--- src/rtl/timebase_pkg.sv ---
// rtl/timebase_pkg.sv - default divider/seed constants and LFSR tap-mask table for timebase_rand_unit
package timebase_pkg;

    localparam int          DEF_DIV_A_HALF = 50000;
    localparam int          DEF_DIV_B_HALF = 40000;
    localparam int          DEF_HSEC_HALF  = 25000000;
    localparam int          DEF_SEC_HALF   = 50000000;
    localparam int          DEF_LFSR_BITS  = 25;
    localparam logic [31:0] DEF_LFSR_SEED  = 32'd30504031;

    // Maximal-length XNOR taps; bit (t-1) set for tap t.
    function automatic logic [31:0] tap_mask(input int bits);
        case (bits)
            3:  return 32'h0000_0006;
            4:  return 32'h0000_000C;
            5:  return 32'h0000_0014;
            6:  return 32'h0000_0030;
            7:  return 32'h0000_0060;
            8:  return 32'h0000_00B8;
            9:  return 32'h0000_0110;
            10: return 32'h0000_0240;
            11: return 32'h0000_0500;
            12: return 32'h0000_0829;
            13: return 32'h0000_100D;
            14: return 32'h0000_2015;
            15: return 32'h0000_6000;
            16: return 32'h0000_D008;
            17: return 32'h0001_2000;
            18: return 32'h0002_0400;
            19: return 32'h0004_0023;
            20: return 32'h0009_0000;
            21: return 32'h0014_0000;
            22: return 32'h0030_0000;
            23: return 32'h0042_0000;
            24: return 32'h00E1_0000;
            25: return 32'h0120_0000;
            26: return 32'h0200_0023;
            27: return 32'h0400_0013;
            28: return 32'h0900_0000;
            29: return 32'h1400_0000;
            30: return 32'h2000_0029;
            31: return 32'h4800_0000;
            32: return 32'h8020_0003;
            default: return 32'h0000_0000;
        endcase
    endfunction

endpackage

--- src/rtl/clk_div_half.sv ---
// rtl/clk_div_half.sv - half-period counter driving a registered square wave plus a rise tick
module clk_div_half #(
    parameter int HALF = 2
) (
    input  logic clk,
    input  logic rst,
    output logic div_clk,
    output logic rise_tick
);

    localparam int            CW   = (HALF > 1) ? $clog2(HALF) : 1;
    localparam logic [CW-1:0] LAST = CW'(HALF - 1);

    logic [CW-1:0] cnt;

    always_ff @(posedge clk or posedge rst) begin
        if (rst) begin
            cnt     <= '0;
            div_clk <= 1'b0;
        end else if (cnt == LAST) begin
            cnt     <= '0;
            div_clk <= ~div_clk;
        end else begin
            cnt <= cnt + CW'(1);
        end
    end

    // High in the cycle whose closing edge drives div_clk 0->1.
    assign rise_tick = (cnt == LAST) && !div_clk;

endmodule

--- src/rtl/lfsr_core.sv ---
// rtl/lfsr_core.sv - XNOR Fibonacci LFSR with seed load and return-to-seed done pulse
module lfsr_core #(
    parameter int           N    = 25,
    parameter logic [N-1:0] TAPS = '0,
    parameter logic [N-1:0] SEED = '0
) (
    input  logic         clk,
    input  logic         rst,
    input  logic         step,
    input  logic         load,
    input  logic [N-1:0] load_data,
    output logic [N-1:0] q,
    output logic         done
);

    logic [N-1:0] seed_q;
    logic [N-1:0] next_q;
    logic [N-1:0] load_val;

    assign next_q   = {q[N-2:0], ~^(q & TAPS)};
    // All ones is the XNOR lock-up state, so it can never be accepted as a seed.
    assign load_val = (&load_data) ? SEED : load_data;

    always_ff @(posedge clk or posedge rst) begin
        if (rst) begin
            q      <= SEED;
            seed_q <= SEED;
            done   <= 1'b0;
        end else begin
            done <= 1'b0;
            if (load) begin
                q      <= load_val;
                seed_q <= load_val;
            end else if (step) begin
                q    <= next_q;
                done <= (next_q == seed_q);
            end
        end
    end

endmodule

--- src/rtl/timebase_rand_unit.sv ---
// rtl/timebase_rand_unit.sv - derived game clocks and maze LFSRs; TIMEBASE_RAND_B_EN builds LFSR B
module timebase_rand_unit
    import timebase_pkg::*;
#(
    parameter int                   DIV_A_HALF = DEF_DIV_A_HALF,
    parameter int                   DIV_B_HALF = DEF_DIV_B_HALF,
    parameter int                   HSEC_HALF  = DEF_HSEC_HALF,
    parameter int                   SEC_HALF   = DEF_SEC_HALF,
    parameter int                   LFSR_BITS  = DEF_LFSR_BITS,
    parameter logic [LFSR_BITS-1:0] LFSR_SEED  = LFSR_BITS'(DEF_LFSR_SEED)
) (
    input  logic                 in_clk,
    input  logic                 reset,
    input  logic                 lfsr_en,
    input  logic                 seed_load,
    input  logic [LFSR_BITS-1:0] seed_data,
    output logic                 clk_pix,
    output logic                 div_a_clk,
    output logic                 div_b_clk,
    output logic                 half_sec_clk,
    output logic                 sec_clk,
    output logic [LFSR_BITS-1:0] rand_a,
    output logic [LFSR_BITS-1:0] rand_b,
    output logic [LFSR_BITS-1:0] rand_a_snap,
    output logic [LFSR_BITS-1:0] rand_b_snap,
    output logic                 rand_a_done,
    output logic                 rand_b_done
);

    generate
        if (LFSR_BITS < 3 || LFSR_BITS > 32) begin : g_bad_width
            $error("timebase_rand_unit: LFSR_BITS must be within 3..32");
        end
    endgenerate

    localparam logic [LFSR_BITS-1:0] TAPS = LFSR_BITS'(tap_mask(LFSR_BITS));

    logic [1:0] pix_cnt;
    logic       a_tick, b_tick, hsec_tick, sec_tick;
    logic       unused_ticks;

    always_ff @(posedge in_clk or posedge reset) begin
        if (reset) pix_cnt <= 2'd0;
        else       pix_cnt <= pix_cnt + 2'd1;
    end
    assign clk_pix = pix_cnt[1];

    clk_div_half #(.HALF(DIV_A_HALF)) u_div_a (.clk(in_clk), .rst(reset), .div_clk(div_a_clk),    .rise_tick(a_tick));
    clk_div_half #(.HALF(DIV_B_HALF)) u_div_b (.clk(in_clk), .rst(reset), .div_clk(div_b_clk),    .rise_tick(b_tick));
    clk_div_half #(.HALF(HSEC_HALF))  u_hsec  (.clk(in_clk), .rst(reset), .div_clk(half_sec_clk), .rise_tick(hsec_tick));
    clk_div_half #(.HALF(SEC_HALF))   u_sec   (.clk(in_clk), .rst(reset), .div_clk(sec_clk),      .rise_tick(sec_tick));

    lfsr_core #(.N(LFSR_BITS), .TAPS(TAPS), .SEED(LFSR_SEED)) u_lfsr_a (
        .clk(in_clk), .rst(reset), .step(b_tick & lfsr_en), .load(seed_load),
        .load_data(seed_data), .q(rand_a), .done(rand_a_done)
    );

    // Snapshot samples the pre-edge value, so a coincident step never leaks in.
    always_ff @(posedge in_clk or posedge reset) begin
        if (reset)         rand_a_snap <= LFSR_SEED;
        else if (sec_tick) rand_a_snap <= rand_a;
    end

`ifdef TIMEBASE_RAND_B_EN
    lfsr_core #(.N(LFSR_BITS), .TAPS(TAPS), .SEED(LFSR_SEED)) u_lfsr_b (
        .clk(in_clk), .rst(reset), .step(a_tick & lfsr_en), .load(seed_load),
        .load_data(seed_data), .q(rand_b), .done(rand_b_done)
    );

    always_ff @(posedge in_clk or posedge reset) begin
        if (reset)         rand_b_snap <= LFSR_SEED;
        else if (sec_tick) rand_b_snap <= rand_b;
    end

    assign unused_ticks = hsec_tick;
`else
    assign rand_b       = '0;
    assign rand_b_snap  = '0;
    assign rand_b_done  = 1'b0;
    assign unused_ticks = ^{hsec_tick, a_tick};
`endif

endmodule

--- config.mk ---
export PLATFORM = sky130hd
export DESIGN_NAME = timebase_rand_unit
export DESIGN_NICKNAME = d
export VERILOG_FILES = /design/src/rtl/timebase_pkg.sv /design/src/rtl/clk_div_half.sv /design/src/rtl/lfsr_core.sv /design/src/rtl/timebase_rand_unit.sv
export SDC_FILE = /design/constraint.sdc
export NUM_CORES = 1
export LEC_CHECK = 0
export CAP_MARGIN = 20
export CORE_ASPECT_RATIO = 0.75
export CORE_MARGIN = 2
export CORE_UTILIZATION = 35
export CTS_BUF_LIST = sky130_fd_sc_hd__clkbuf_4
export DETAILED_ROUTE_END_ITERATION = 12
export GPL_ROUTABILITY_DRIVEN = 0
export HOLD_SLACK_MARGIN = 0.06
export PLACE_DENSITY = 0.67
export SYNTH_ARGS = -nofsm -noshare
export SYNTH_HDL_FRONTEND = slang
export SYNTH_SLANG_ARGS = --single-unit
--- constraint.sdc ---
create_clock -name in_clk -period 7.3 [get_ports in_clk]
set_input_delay 1.095 -clock in_clk [delete_from_list [all_inputs] [get_ports in_clk]]
set_output_delay 1.095 -clock in_clk [all_outputs]
set_load 0.05 [all_outputs]
==> results_tabular.tex <==
\begin{tabular}{lr}
\hline
Metric & Value \\
\hline
\multicolumn{2}{l}{\textbf{Yosys}} \\
Count of flip-flops with a built-in enable after synthesis & 0 \\
Avg Cell Area, Syn & 10.80 sq um \\
Synthesized cell area & around 0.008 sq mm \\
Largest area contributor in the synthesized netlist & sky130\_fd\_sc\_hd\_\_dfrtp\_1 \\
Ys async rst share & 100.0\% \\
Fraction of synthesized cell area taken by the top area cell type & 36.82\% \\
Gate Count Post-Synth & 755 \\
Primary flip-flop cell chosen by synthesis mapping & sky130\_fd\_sc\_hd\_\_dfrtp\_1 \\
Yosys warning count & 0 \\
Cell types occupying the most area after synthesis & sky130\_fd\_sc\_hd\_\_dfrtp\_1 (37\%), sky130\_fd\_sc\_hd\_\_dfstp\_2 (14\%), sky130\_fd\_sc\_hd\_\_xor2\_1 (5.8\%) \\
Post-synthesis cell type count & 46 \\
Sequential share of the synthesized area & about half \\
Post-synthesis sequential element count & 165 \\
\multicolumn{2}{l}{\textbf{STA}} \\
Worst max-slew margin expressed relative to the limit & 26.98\% \\
Setup TNS & 0 ns \\
Final count of hold timing violations & 0 \\
Max Freq & 318.3 MHz \\
Worst Tran Pin Value & between 1 and 1.5 ns \\
Setup repair after global routing missed its margin & no \\
Period minus WS final & 3.141 ns \\
Maximum clock skew at final layout & 0.02801 ns \\
Final Slew Violations & 0 \\
Part of the cycle the worst path needs & 43.03\% \\
Setup violators final & 0 \\
\multicolumn{2}{l}{\textbf{Worst setup path}} \\
CP max stage cell & sky130\_fd\_sc\_hd\_\_clkdlybuf4s50\_1 \\
Reg2reg end & rand\_a\_snap[15]\$\_DFFE\_PP0P\_ \\
Type of destination of the critical path & output port \\
Worst Setup Start Kind & flip-flop \\
Register-to-register path setup slack & between 4 and 5 ns \\
R2R depth & 5 \\
Critical path class & reg2out \\
Worst EP required & 6.20 ns \\
Startpoint of the worst-slack reg-to-reg timing path & u\_sec.cnt[7]\$\_DFF\_PP0\_ \\
Sequence of cells on the critical path & clkdlybuf4s50\_1 \\
Critical path's top delay family & buffers and inverters \\
Data arrival at the endpoint of the critical path & 2.05 ns \\
Highest cell delay on the worst timing path & $\sim$0.84 ns \\
Critical-path maximum fanout & 5 \\
Buf+Inv Stages, Crit Path & 1 \\
\multicolumn{2}{l}{\textbf{Min path}} \\
Endpoint of the worst hold path & pix\_cnt[0]\$\_DFF\_PP0\_ \\
Start point of the worst min-delay path & pix\_cnt[0]\$\_DFF\_PP0\_ \\
Hold Crit Depth & 1 \\
Worst Hold Class & reg2reg \\
\multicolumn{2}{l}{\textbf{Clock network}} \\
Clock latency at the later pin of the worst-skew pair & 0.56 ns \\
Clock tree from TritonCTS & done \\
H-tree level count & 4 \\
Number of buffers inserted to repair setup after CTS & 0 \\
Clock sink count & between 150 and 200 \\
Clock transition at the registers of the reported paths & 0.15 ns \\
TritonCTS buffer count & 17 \\
CTS resizes & 0 \\
Hold\_buf cts & 0 \\
Maximum number of buffers from clock root to sink & 2 \\
Root buffer selected by CTS & sky130\_fd\_sc\_hd\_\_clkbuf\_4 \\
\multicolumn{2}{l}{\textbf{Pwr}} \\
Share of power burned in combinational logic & 13.8\% \\
Peak supply drop & 0.08686 mV \\
Proportion of power drawn by flip-flops and latches & a little under three fifths \\
Overall Power & 1.776 mW \\
Leakage power of the design & between 3 and 4 nW \\
Internal power & 1.214 mW \\
Switching part of the total & 31.64\% \\
Clock power frac & between 30\% and 40\% \\
P\_sw & approximately 0.56 mW \\
P per Cell Area & about 190 mW/mm\^{}2 \\
\multicolumn{2}{l}{\textbf{Detailed routing}} \\
Detail-routed net length per standard cell & 15.93 um \\
Total detailed-routing wirelength & 18,210 um \\
Detail-routed via count per cell & 5.122 \\
First-pass DRT Iterations & 5 \\
Starting DRC count in detailed routing & 350 \\
Count of antenna-violating nets left after detailed routing & 0 \\
Total via count after detailed routing & between 5k and 6k \\
DRC violations left & 0 \\
\multicolumn{2}{l}{\textbf{Cells and area}} \\
Area growth from synthesis to final layout & 15.14\% \\
Final instance area & 0.009392 sq mm \\
Number of antenna repair diodes & 0 \\
\# nets final & 863 \\
Proportion of layout cells with a drive suffix above 1 & 15.66\% \\
\multicolumn{2}{l}{\textbf{Placement}} \\
HPWL Detailed & $\sim$12,000 um \\
Number of buffer cells added on primary ports & 84 \\
Standard cell area after detailed placement & roughly 0.0091 sq mm \\
\multicolumn{2}{l}{\textbf{Status}} \\
Result of the run & finished, final reports clean \\
\multicolumn{2}{l}{\textbf{Run}} \\
Number of max-capacitance violations reported & 0 \\
\multicolumn{2}{l}{\textbf{Die}} \\
Number of ports placed on the die boundary & approximately 140 \\
Die height & 136.2 um \\
Number of cell rows & 48 \\
Effective utilization at floorplan & 35.55\% \\
Total die area & around 0.025 sq mm \\
Die outline width & 180.3 um \\
Total core area & 0.02294 sq mm \\
\multicolumn{2}{l}{\textbf{Global route}} \\
Vias in the first global route & 5,488 \\
Global-route usage over all layers & 15.17\% \\
Pin count of the biggest net entering global routing & 92 \\
Remaining global-route overflow & 0 \\
Initial antenna violation count & 0 \\
First-pass GRT wire length & $\sim$30,000 um \\
\hline
\end{tabular}
==> cells in the mapped netlist, types with 10 or more instances <==
cell / n
sky130_fd_sc_hd__nand2_1: 18
sky130_fd_sc_hd__nor2b_1: 19
sky130_fd_sc_hd__buf_4: 51
sky130_fd_sc_hd__nor3_1: 10
sky130_fd_sc_hd__a22oi_1: 10
sky130_fd_sc_hd__dfstp_2: 45
sky130_fd_sc_hd__clkbuf_1: 24
sky130_fd_sc_hd__o21ai_0: 47
sky130_fd_sc_hd__mux2i_1: 14
sky130_fd_sc_hd__nor2_1: 36
sky130_fd_sc_hd__a31oi_1: 26
sky130_fd_sc_hd__xnor2_1: 32
sky130_fd_sc_hd__a21oi_1: 27
sky130_fd_sc_hd__mux2_2: 40
sky130_fd_sc_hd__and4_1: 10
sky130_fd_sc_hd__nand4_1: 32
sky130_fd_sc_hd__nor4_1: 16
sky130_fd_sc_hd__nand3_1: 36
sky130_fd_sc_hd__inv_1: 21
sky130_fd_sc_hd__dfrtp_1: 120
sky130_fd_sc_hd__xor2_1: 54
==> registers in the layout, indices dropped and copies added, names as in the netlist <==
signal / flops
u_sec.cnt: 26
rand_a_snap: 25
u_hsec.cnt: 25
u_lfsr_a.q: 25
u_lfsr_a.seed_q: 25
u_div_a.cnt: 16
u_div_b.cnt: 16
pix_cnt: 2
u_div_a.div_clk: 1
u_div_b.div_clk: 1
u_hsec.div_clk: 1
u_lfsr_a.done: 1
u_sec.div_clk: 1
==> through the flow <==
stage,utilization [%],setup slack (ns),cells,hold slack [ns]
floorplan,-,1.818,805,0.4134
CTS,40.94,4.111,1143,0.4579
finish,40.94,4.159,1143,0.4523
global route,40.94,4.094,1143,0.4829
global placement,39.61,4.072,1110,0.4274
detailed placement,39.73,4.070,1111,0.4385
==> routing by layer <==
layer	vias up	track usage [%]	part of all wire, %	routed length [um]
met5	-	0	0	0
met4	0	3.584	0.68	123
met3	13	3.616	5.2	951
met2	156	21.59	43	7839
met1	2925	23.08	51	9298
li1	2760	-	-	-
==> worst max path at each step <==
stage / startpoint / to / slack (ns) / depth (start not counted)
after floorplan: reset / pix_cnt[0]$_DFF_PP0_ / 1.82 / 1
after global placement: reset / rand_a_snap[9]$_DFFE_PP0P_ / 4.07 / 3
after detailed placement: reset / rand_a_snap[9]$_DFFE_PP0P_ / 4.07 / 3
after CTS: u_lfsr_a.q[20]$_DFFE_PP1P_ / rand_a[20] / 4.11 / 1
after global routing: u_lfsr_a.q[22]$_DFFE_PP1P_ / rand_a[22] / 4.09 / 1
final: u_lfsr_a.q[20]$_DFFE_PP1P_ / rand_a[20] / 4.16 / 1
==> cells in the final DEF (no fill, tap or decap), types with 14 or more instances in the layout <==
| cell type | instances |
|---|---|
| sky130_fd_sc_hd__nor2_1 | 36 |
| sky130_fd_sc_hd__clkdlybuf4s50_1 | 83 |
| sky130_fd_sc_hd__xnor2_1 | 32 |
| sky130_fd_sc_hd__nand3_1 | 36 |
| sky130_fd_sc_hd__nor2b_1 | 18 |
| sky130_fd_sc_hd__nand4_1 | 32 |
| sky130_fd_sc_hd__conb_1 | 51 |
| sky130_fd_sc_hd__mux2_2 | 40 |
| sky130_fd_sc_hd__a21oi_1 | 27 |
| sky130_fd_sc_hd__xor2_1 | 54 |
| sky130_fd_sc_hd__nor4_1 | 16 |
| sky130_fd_sc_hd__dfrtp_1 | 120 |
| sky130_fd_sc_hd__clkbuf_4 | 19 |
| sky130_fd_sc_hd__dfstp_2 | 45 |
| sky130_fd_sc_hd__nand2_1 | 18 |
| sky130_fd_sc_hd__inv_1 | 20 |
| sky130_fd_sc_hd__a31oi_1 | 26 |
| sky130_fd_sc_hd__o21ai_0 | 47 |
| sky130_fd_sc_hd__mux2i_1 | 14 |
==> logic make-up (layout without fill, tap and decap cells) <==
group                    after synthesis  after routing  synth area share (%)
AND/OR/NAND/NOR                      221            221                 15.77
flip-flops                           165            165                 51.31
AO/OA/AOI/OAI                        119            119                 8.330
buffers and inverters                105            143                 7.455
XOR/XNOR                              86             86                 9.235
multiplexers                          54             54                 7.240
adder cells (fa/ha/maj)                4              4                0.6136
other                                  1             51               0.04598
==> final cells by class <==
cell class / instances / area [sq um]
Multi-Input combinational cell: 535 / 3568
Inverter: 21 / 83.83
Clock buffer: 19 / 142.6
Clock inverter: 13 / 135.1
Fill cell: 2208 / 13550
Sequential cell: 165 / 4185
Timing Repair Buffer: 90 / 900.9
Tap cell: 300 / 375.4
==> power by group through the flow <==
| stage | Combinational [mW] | Clock [mW] | Sequential [mW] |
|---|---|---|---|
| 6_report | 0.246 | 0.544 | 0.987 |
| 5_1_grt | 0.263 | 0.601 | 0.992 |
| 2_1_floorplan | 0.155 | 0 | 1.04 |
| 3_3_place_gp | 0.243 | 0 | 1.00 |
| 3_5_place_dp | 0.246 | 0 | 1.00 |
| 4_1_cts | 0.247 | 0.563 | 0.987 |
(Power assumes the default switching activity.)
